`src/rtl/flags_pkg.sv`:
```
// Shared definitions for the flag-register write scheduler.
// Flag bit positions inside {Z,N,C,V}, condition codes, FSM states, and the
// branch-condition evaluator used by flags_ctrl.
package flags_pkg;

    localparam int FLAG_Z = 3;
    localparam int FLAG_N = 2;
    localparam int FLAG_C = 1;
    localparam int FLAG_V = 0;

    typedef enum logic [3:0] {
        COND_EQ = 4'd0,
        COND_NE = 4'd1,
        COND_CS = 4'd2,
        COND_CC = 4'd3,
        COND_MI = 4'd4,
        COND_PL = 4'd5,
        COND_VS = 4'd6,
        COND_VC = 4'd7,
        COND_HI = 4'd8,
        COND_LS = 4'd9,
        COND_GE = 4'd10,
        COND_LT = 4'd11,
        COND_GT = 4'd12,
        COND_LE = 4'd13,
        COND_AL = 4'd14,
        COND_NV = 4'd15
    } cond_e;

    typedef enum logic {
        ST_IDLE    = 1'b0,
        ST_RESTORE = 1'b1
    } state_e;

    // Evaluate a branch condition against a {Z,N,C,V} flag vector.
    function automatic logic eval_cond(input logic [3:0] code, input logic [3:0] f);
        logic z, n, c, v;
        logic res;
        z = f[FLAG_Z];
        n = f[FLAG_N];
        c = f[FLAG_C];
        v = f[FLAG_V];
        res = 1'b0;
        case (cond_e'(code))
            COND_EQ: res = z;
            COND_NE: res = ~z;
            COND_CS: res = c;
            COND_CC: res = ~c;
            COND_MI: res = n;
            COND_PL: res = ~n;
            COND_VS: res = v;
            COND_VC: res = ~v;
            COND_HI: res = c & ~z;
            COND_LS: res = ~c | z;
            COND_GE: res = (n == v);
            COND_LT: res = (n != v);
            COND_GT: res = ~z & (n == v);
            COND_LE: res = z | (n != v);
            COND_AL: res = 1'b1;
            COND_NV: res = 1'b0;
            default: res = 1'b0;
        endcase
        return res;
    endfunction

endpackage

```
`src/rtl/flags_shadow_stack.sv`:
```
// LIFO of flag snapshots for interrupt save/restore.
// dout always presents the top entry combinationally; push when full and
// pop when empty are ignored here (the caller flags them as errors).
module flags_shadow_stack #(
    parameter  int DEPTH = 4,
    localparam int CNT_W = $clog2(DEPTH + 1),
    localparam int IDX_W = (DEPTH > 1) ? $clog2(DEPTH) : 1
) (
    input  logic             clk,
    input  logic             rst,
    input  logic             push,
    input  logic             pop,
    input  logic [3:0]       din,
    output logic [3:0]       dout,
    output logic [CNT_W-1:0] cnt,
    output logic             full,
    output logic             empty
);

    logic [3:0]       mem_q [DEPTH];
    logic [CNT_W-1:0] cnt_q;
    logic [CNT_W-1:0] cnt_d;
    logic [IDX_W-1:0] top_idx;
    logic [IDX_W-1:0] wr_idx;
    logic             do_push;
    logic             do_pop;

    assign full    = (cnt_q == CNT_W'(DEPTH));
    assign empty   = (cnt_q == '0);
    assign do_push = push & ~full;
    assign do_pop  = pop & ~empty;
    assign top_idx = IDX_W'(cnt_q - CNT_W'(1));
    assign dout    = mem_q[top_idx];
    assign cnt     = cnt_q;

    // Occupancy update; a simultaneous push and pop replaces the top entry.
    always_comb begin
        cnt_d  = cnt_q;
        wr_idx = IDX_W'(cnt_q);
        if (do_push && do_pop) begin
            wr_idx = top_idx;
        end else if (push && !full) begin
            cnt_d = cnt_q + CNT_W'(1);
        end else if (do_pop) begin
            cnt_d = cnt_q - CNT_W'(1);
        end
    end

    // Occupancy counter, cleared by reset.
    always_ff @(posedge clk or negedge rst) begin
        if (!rst) begin
            cnt_q <= '0;
        end else begin
            cnt_q <= cnt_d;
        end
    end

    // Entry storage; contents are don't-care after reset so no reset here.
    always_ff @(posedge clk) begin
        if (do_push) begin
            mem_q[wr_idx] <= din;
        end
    end

endmodule

```
`src/rtl/flags_ctrl.sv`:
```
// Flag register write-port scheduler and branch condition evaluator.
// Arbitrates restore > save > load > ALU, drives a registered write port,
// keeps an interrupt shadow stack and evaluates cond_code over the flags.
// Build option FLAGS_BYPASS_EN: conditions see flag_wdata in the cycle it is
// written; otherwise they see flag_rdata only.
module flags_ctrl
    import flags_pkg::*;
#(
    parameter  int STK_DEPTH = 4,
    localparam int CNT_W     = $clog2(STK_DEPTH + 1)
) (
    input  logic             clk,
    input  logic             rst,
    input  logic [3:0]       flag_rdata,
    output logic [3:0]       flag_wdata,
    output logic             flag_we,
    input  logic             alu_valid,
    input  logic             alu_setf,
    input  logic [3:0]       alu_flags,
    output logic             alu_ready,
    input  logic             ld_req,
    input  logic [3:0]       ld_flags,
    output logic             ld_gnt,
    input  logic             save_req,
    output logic             save_gnt,
    input  logic             restore_req,
    output logic             restore_gnt,
    output logic             busy,
    output logic [CNT_W-1:0] stk_cnt,
    output logic             stk_err,
    input  logic [3:0]       cond_code,
    output logic             cond_true
);

    state_e     state_q, state_d;
    logic [3:0] wdata_q, wdata_d;
    logic       we_q, we_d;
    logic [3:0] hold_q, hold_d;
    logic       err_q, err_d;

    logic       idle;
    logic       stk_push;
    logic       stk_pop;
    logic [3:0] stk_din;
    logic [3:0] stk_dout;
    logic       stk_full;
    logic       stk_empty;
    logic [3:0] cond_flags;

    // Fixed-priority grants, only while idle.
    always_comb begin
        idle        = (state_q == ST_IDLE);
        restore_gnt = idle & restore_req;
        save_gnt    = idle & save_req & ~restore_req;
        ld_gnt      = idle & ld_req & ~restore_req & ~save_req;
        alu_ready   = idle & alu_valid & ~restore_req & ~save_req & ~ld_req;
    end

    // A save captures the value being committed this cycle if there is one.
    always_comb begin
        stk_din  = we_q ? wdata_q : flag_rdata;
        stk_push = save_gnt;
        stk_pop  = restore_gnt;
    end

    flags_shadow_stack #(
        .DEPTH (STK_DEPTH)
    ) u_stack (
        .clk   (clk),
        .rst   (rst),
        .push  (stk_push),
        .pop   (stk_pop),
        .din   (stk_din),
        .dout  (stk_dout),
        .cnt   (stk_cnt),
        .full  (stk_full),
        .empty (stk_empty)
    );

    // Next-state for the FSM, write port, restore hold register and error flag.
    always_comb begin
        state_d = state_q;
        wdata_d = wdata_q;
        we_d    = 1'b0;
        hold_d  = hold_q;
        err_d   = err_q | (save_gnt & stk_full) | (restore_gnt & stk_empty);
        case (state_q)
            ST_RESTORE: begin
                state_d = ST_IDLE;
                we_d    = 1'b1;
                wdata_d = hold_q;
            end
            default: begin
                if (restore_gnt && !stk_empty) begin
                    state_d = ST_RESTORE;
                    hold_d  = stk_dout;
                end
                if (ld_gnt) begin
                    we_d    = 1'b1;
                    wdata_d = ld_flags;
                end
                if (alu_ready && alu_setf) begin
                    we_d    = 1'b1;
                    wdata_d = alu_flags;
                end
            end
        endcase
    end

    // Controller registers; reset aborts any restore without writing.
    always_ff @(posedge clk or negedge rst) begin
        if (!rst) begin
            state_q <= ST_IDLE;
            wdata_q <= '0;
            we_q    <= 1'b0;
            hold_q  <= '0;
            err_q   <= 1'b0;
        end else begin
            state_q <= state_d;
            wdata_q <= wdata_d;
            we_q    <= we_d;
            hold_q  <= hold_d;
            err_q   <= err_d;
        end
    end

    assign flag_wdata = wdata_q;
    assign flag_we    = we_q;
    assign busy       = (state_q == ST_RESTORE);
    assign stk_err    = err_q;

    // Flag source for branch evaluation.
    always_comb begin
`ifdef FLAGS_BYPASS_EN
        cond_flags = we_q ? wdata_q : flag_rdata;
`else
        cond_flags = flag_rdata;
`endif
        cond_true = eval_cond(cond_code, cond_flags);
    end

endmodule

```
`config.mk`:
```
export PLATFORM = sky130hd
export DESIGN_NAME = flags_ctrl
export DESIGN_NICKNAME = d
export VERILOG_FILES = /design/src/rtl/flags_pkg.sv /design/src/rtl/flags_shadow_stack.sv /design/src/rtl/flags_ctrl.sv
export SDC_FILE = /design/constraint.sdc
export NUM_CORES = 1
export LEC_CHECK = 0
export BUFFER_PORTS_ARGS = -buffer_cell sky130_fd_sc_hd__buf_2
export CAP_MARGIN = 20
export CORE_UTILIZATION = 48
export DETAILED_ROUTE_END_ITERATION = 10
export PLACE_DENSITY_LB_ADDON = 0.3
export RECOVER_POWER = 50
export SYNTH_ARGS = -nofsm -noshare
export SYNTH_HDL_FRONTEND = slang
export SYNTH_HIERARCHICAL = 1
export SYNTH_SLANG_ARGS = --single-unit
```
`constraint.sdc`:
```
create_clock -name clk -period 2.4 [get_ports clk]
set_input_delay 0.36 -clock clk [delete_from_list [all_inputs] [get_ports clk]]
set_output_delay 0.36 -clock clk [all_outputs]
set_load 0.01 [all_outputs]
```
==> impl_results.md <==
- Post-synthesis share of cell area spent on full adders, half adders and majority gates: about 3.8%
- Power density normalized to cell area: 1020 nW/um^2
- Critical path start-end classification: register to register
- Buffers & Inverters on Critical Path: 0
- Net count of the mapped netlist: roughly 150
- Finished layout cell area: just under 2000 sq um
- Leading area contributor after synthesis: sky130_fd_sc_hd__edfxtp_1
- GR Overflow Total: 0
- Clk root buf: sky130_fd_sc_hd__clkbuf_4
- Row count: 20
- Resize count post-CTS: 0
- NumNets Final: just under 200
- Cell depth of the worst min-delay path: 2
- Clock latency reported for the late side of the worst-skew pair: about 0.33 ns
- Cell types occupying the most area after synthesis: sky130_fd_sc_hd__edfxtp_1 (29%), sky130_fd_sc_hd__dfrtp_1 (21%), sky130_fd_sc_hd__mux2_4 (5.5%), sky130_fd_sc_hd__mux4_2 (5.5%), sky130_fd_sc_hd__ha_1 (3.8%)
- Final worst-path setup slack: around 0.17 ns
- IO Count: 38
- Placer's final routability congestion estimate: 0.831
- TritonCTS clock tree: yes
- Share of synthesized area spent on multiplexers: 16.1%
- Xor and xnor area share after synthesis: between 4 and 5%
- Sink of the worst hold path: flag_wdata[1]
- Routed wire length: slightly above 3000 um
- Final min period: 2.23 ns
- Tightest Hold Check Type: primary input to register
- Cells after Synth: around 120
- Synthesized-area fraction occupied by ao, oa, aoi and oai cells: approximately a tenth
- DP Area: about 1900 sq um
- Setup bufs post-CTS: 0
- Total negative slack for setup checks: 0 ns
- Commonest cells after routing, fill and taps aside: sky130_fd_sc_hd__buf_2 (30), sky130_fd_sc_hd__edfxtp_1 (16), sky130_fd_sc_hd__dfrtp_1 (14)
- DP Worst Slack: approximately 0.12 ns
- Largest net degree at the start of global routing: 15
- Layout overhead on the synthesized area: 16.5%
- Power share of the clock group: around 14%
- Hold Vio Cnt, Final: 0
- Internal power of the cells: 1.26 mW
- Unrepaired setup endpoints after global routing: false
- Vias in the first global route: 1,031
- Comb power frac: 43.9%
- Req. time, crit path: roughly 2.4 ns
- Area of the mapped netlist: between 1500 and 2000 sq um
- Startpoint types: register
- Maximum buffer depth of the clock tree: 2
- Average routed wire per standard cell: about 15 um
- Number of setup violations in the final report: 0
- Total half-perimeter wirelength after legalization and detailed placement: between 2000 and 2500 um
- Number of max-capacitance violations reported: 0
- Count of nets left with antenna violations after detail routing: 0
- Worst-path cell with the longest stage delay: sky130_fd_sc_hd__dfrtp_1
- Hold_sp: alu_flags[1]
- Share of layout cells above drive strength 1: ~35%
- Count of unique library cells instantiated by Yosys: 36
- Clock tree sinks: 30
- Worst-Margin Slew: about 0.8 ns
- Final number of max-transition violations: 0
- Number of design-rule violations left by the first detailed-router iteration: between 80 and 90
- Worst supply voltage drop on vdd: between 0.0004 and 0.0005 V
- Startpoint of the worst-slack reg-to-reg timing path: busy
- Net switching component of the power: 701 uW
- Critical path's top delay family: simple AND/OR/NAND/NOR gates
- Fraction of the mapped netlist area in simple logic gates: a little under an eighth
- Detailed-route DRC error count: 0
- Core Box Area: ~3200 sq um
- Worst reg-to-reg path cell count: 6
- Run status: finished, final reports clean
- Crit path arrival time: about 2.2 ns
- Reg clk slew, reported paths: ~0.10 ns
- Max incr delay on CP: about 0.4 ns
- Avg Inst Size Synth: between 10 and 15 sq um
- Largest driver fanout on the critical path: 5
- Relative max-transition margin: a little under half
- Total iterations of the first detailed-routing run: 5
- Via-to-Cell Ratio: 5.33
- Part of the Yosys area used for sequential elements: between 50% and 60%
- Ant. Diodes: 0
- # H-tree levels: 2
- Hold buffer count at CTS: 1
- Full die area: approximately 3700 sq um
- Max Fclk: 449 MHz
- Die outline height: ~61 um
- Seq pwr share: roughly two fifths
- Critical Path Sink Type: register
- Flop2flop setup slack: ~0.17 ns
- Worst r2r dst: u_stack/mem_q[0][2]
- Global-route wire length before repair: about 4800 um
- Core Util, Final: about three fifths
- Area fraction of the dominant cell type after synthesis: 29.1%
- Number of clock buffers inserted by TritonCTS: 5
- Worst setup skew after layout: 0.00707 ns
- Vias after detailed routing: 1,129
- Critical-path cell list: nor3b_2 > a21boi_2 > ha_1 > nand2b_1 > nand3_1 > nor2_1
- Sw Ratio: 35.7%
- Global routing usage summed across all routing layers: 18.4%
- Number of register bits inferred by synthesis: 30
- Static Leakage: ~0.82 nW
- Overall Power: 1.97 mW
- Number of buffers inserted by port buffering: 37
- Period Utilization, post-route: slightly above 90%
- Width of the chip: about 60 um
- Initial antenna violation count: 0
- Dominant combinational cell family by area after synthesis: multiplexers
- Yosys warning count: 6
- Leading cell type in the layout, fill and taps excluded: sky130_fd_sc_hd__buf_2
- Initial cell density of the core: between 50% and 60%
## final cells by class
class	count	area, sq um
clock inverters	3	16.3
fillers	250	1230
well taps	44	55.1
repair buffers	41	209
inverters	5	18.8
flip-flops and latches	30	831
multi-input cells	84	758
clock buffers	5	37.5
## how the worst max path moves through the flow
stage,from,to,slack [ns],cells past startpoint
finish,busy,u_stack/mem_q[0][2],0.17,6
global route,u_stack/cnt[1],u_stack/mem_q[0][2],0.04,8
CTS,u_stack/cnt[1],u_stack/mem_q[2][1],0.20,8
detailed placement,restore_req,u_stack/mem_q[2][1],0.12,7
global placement,restore_req,u_stack/mem_q[0][1],0.26,7
floorplan,u_stack/cnt[0],u_stack/mem_q[3][0],0.09,9
## cells in the mapped netlist, drive strengths merged
library cell  count
mux2i             3
mux2             11
xnor2             2
a221o             5
nor4b             1
a221oi            1
nor3b             2
nand4b            1
dfrtp            14
buf               5
ha                5
a22o              1
nand2             8
nor2              7
and2              2
o21ai             5
or3               1
o211ai            1
nor4              1
edfxtp           16
nor2b             5
nand2b            3
o31ai             1
a21boi            1
xor2              6
nand3             1
inv               5
a31oi             1
a21oi             3
a21bo             1
nor3              1
mux4              4
## through the flow
step                std cells  hold slack [ns]
global route              212            0.237
floorplan                 124           0.0644
global placement          203            0.266
detailed placement        203            0.279
CTS                       212            0.246
finish                    212            0.259
## sequential cells by signal, indices dropped and copies added (netlist names)
| signal | cells |
|---|---|
| flag_we | 1 |
| flag_wdata | 4 |
| u_stack/cnt | 3 |
| hold_q | 4 |
| u_stack/mem_q | 16 |
| stk_err | 1 |
| busy | 1 |
## cell families (layout without fill, tap and decap cells)
kind of cell / count (synthesis) / count (layout)
compound gates: 20 / 20
flops: 30 / 30
mux: 18 / 18
buf+inv: 10 / 54
fa+ha+maj: 5 / 5
xor+xnor: 8 / 8
simple gates: 33 / 33
## power groups by stage
stage,Combinational (mW),Sequential [mW],Clock (mW)
finish,0.863,0.818,0.285
global route,0.945,0.835,0.319
CTS,0.889,0.816,0.293
detailed placement,0.884,0.828,0
global placement,0.857,0.819,0
floorplan,0.621,0.845,0
## metal layers
layer | vias up | track usage [%] | part of all wire [%]
met1 | 533 | 23.6 | 46
met2 | 42 | 29.4 | 48
met5 | - | 0 | 0
met4 | 0 | 9.09 | 1.3
met3 | 5 | 4.69 | 5.0
li1 | 549 | - | -
Power figures use the tool's default switching activity.
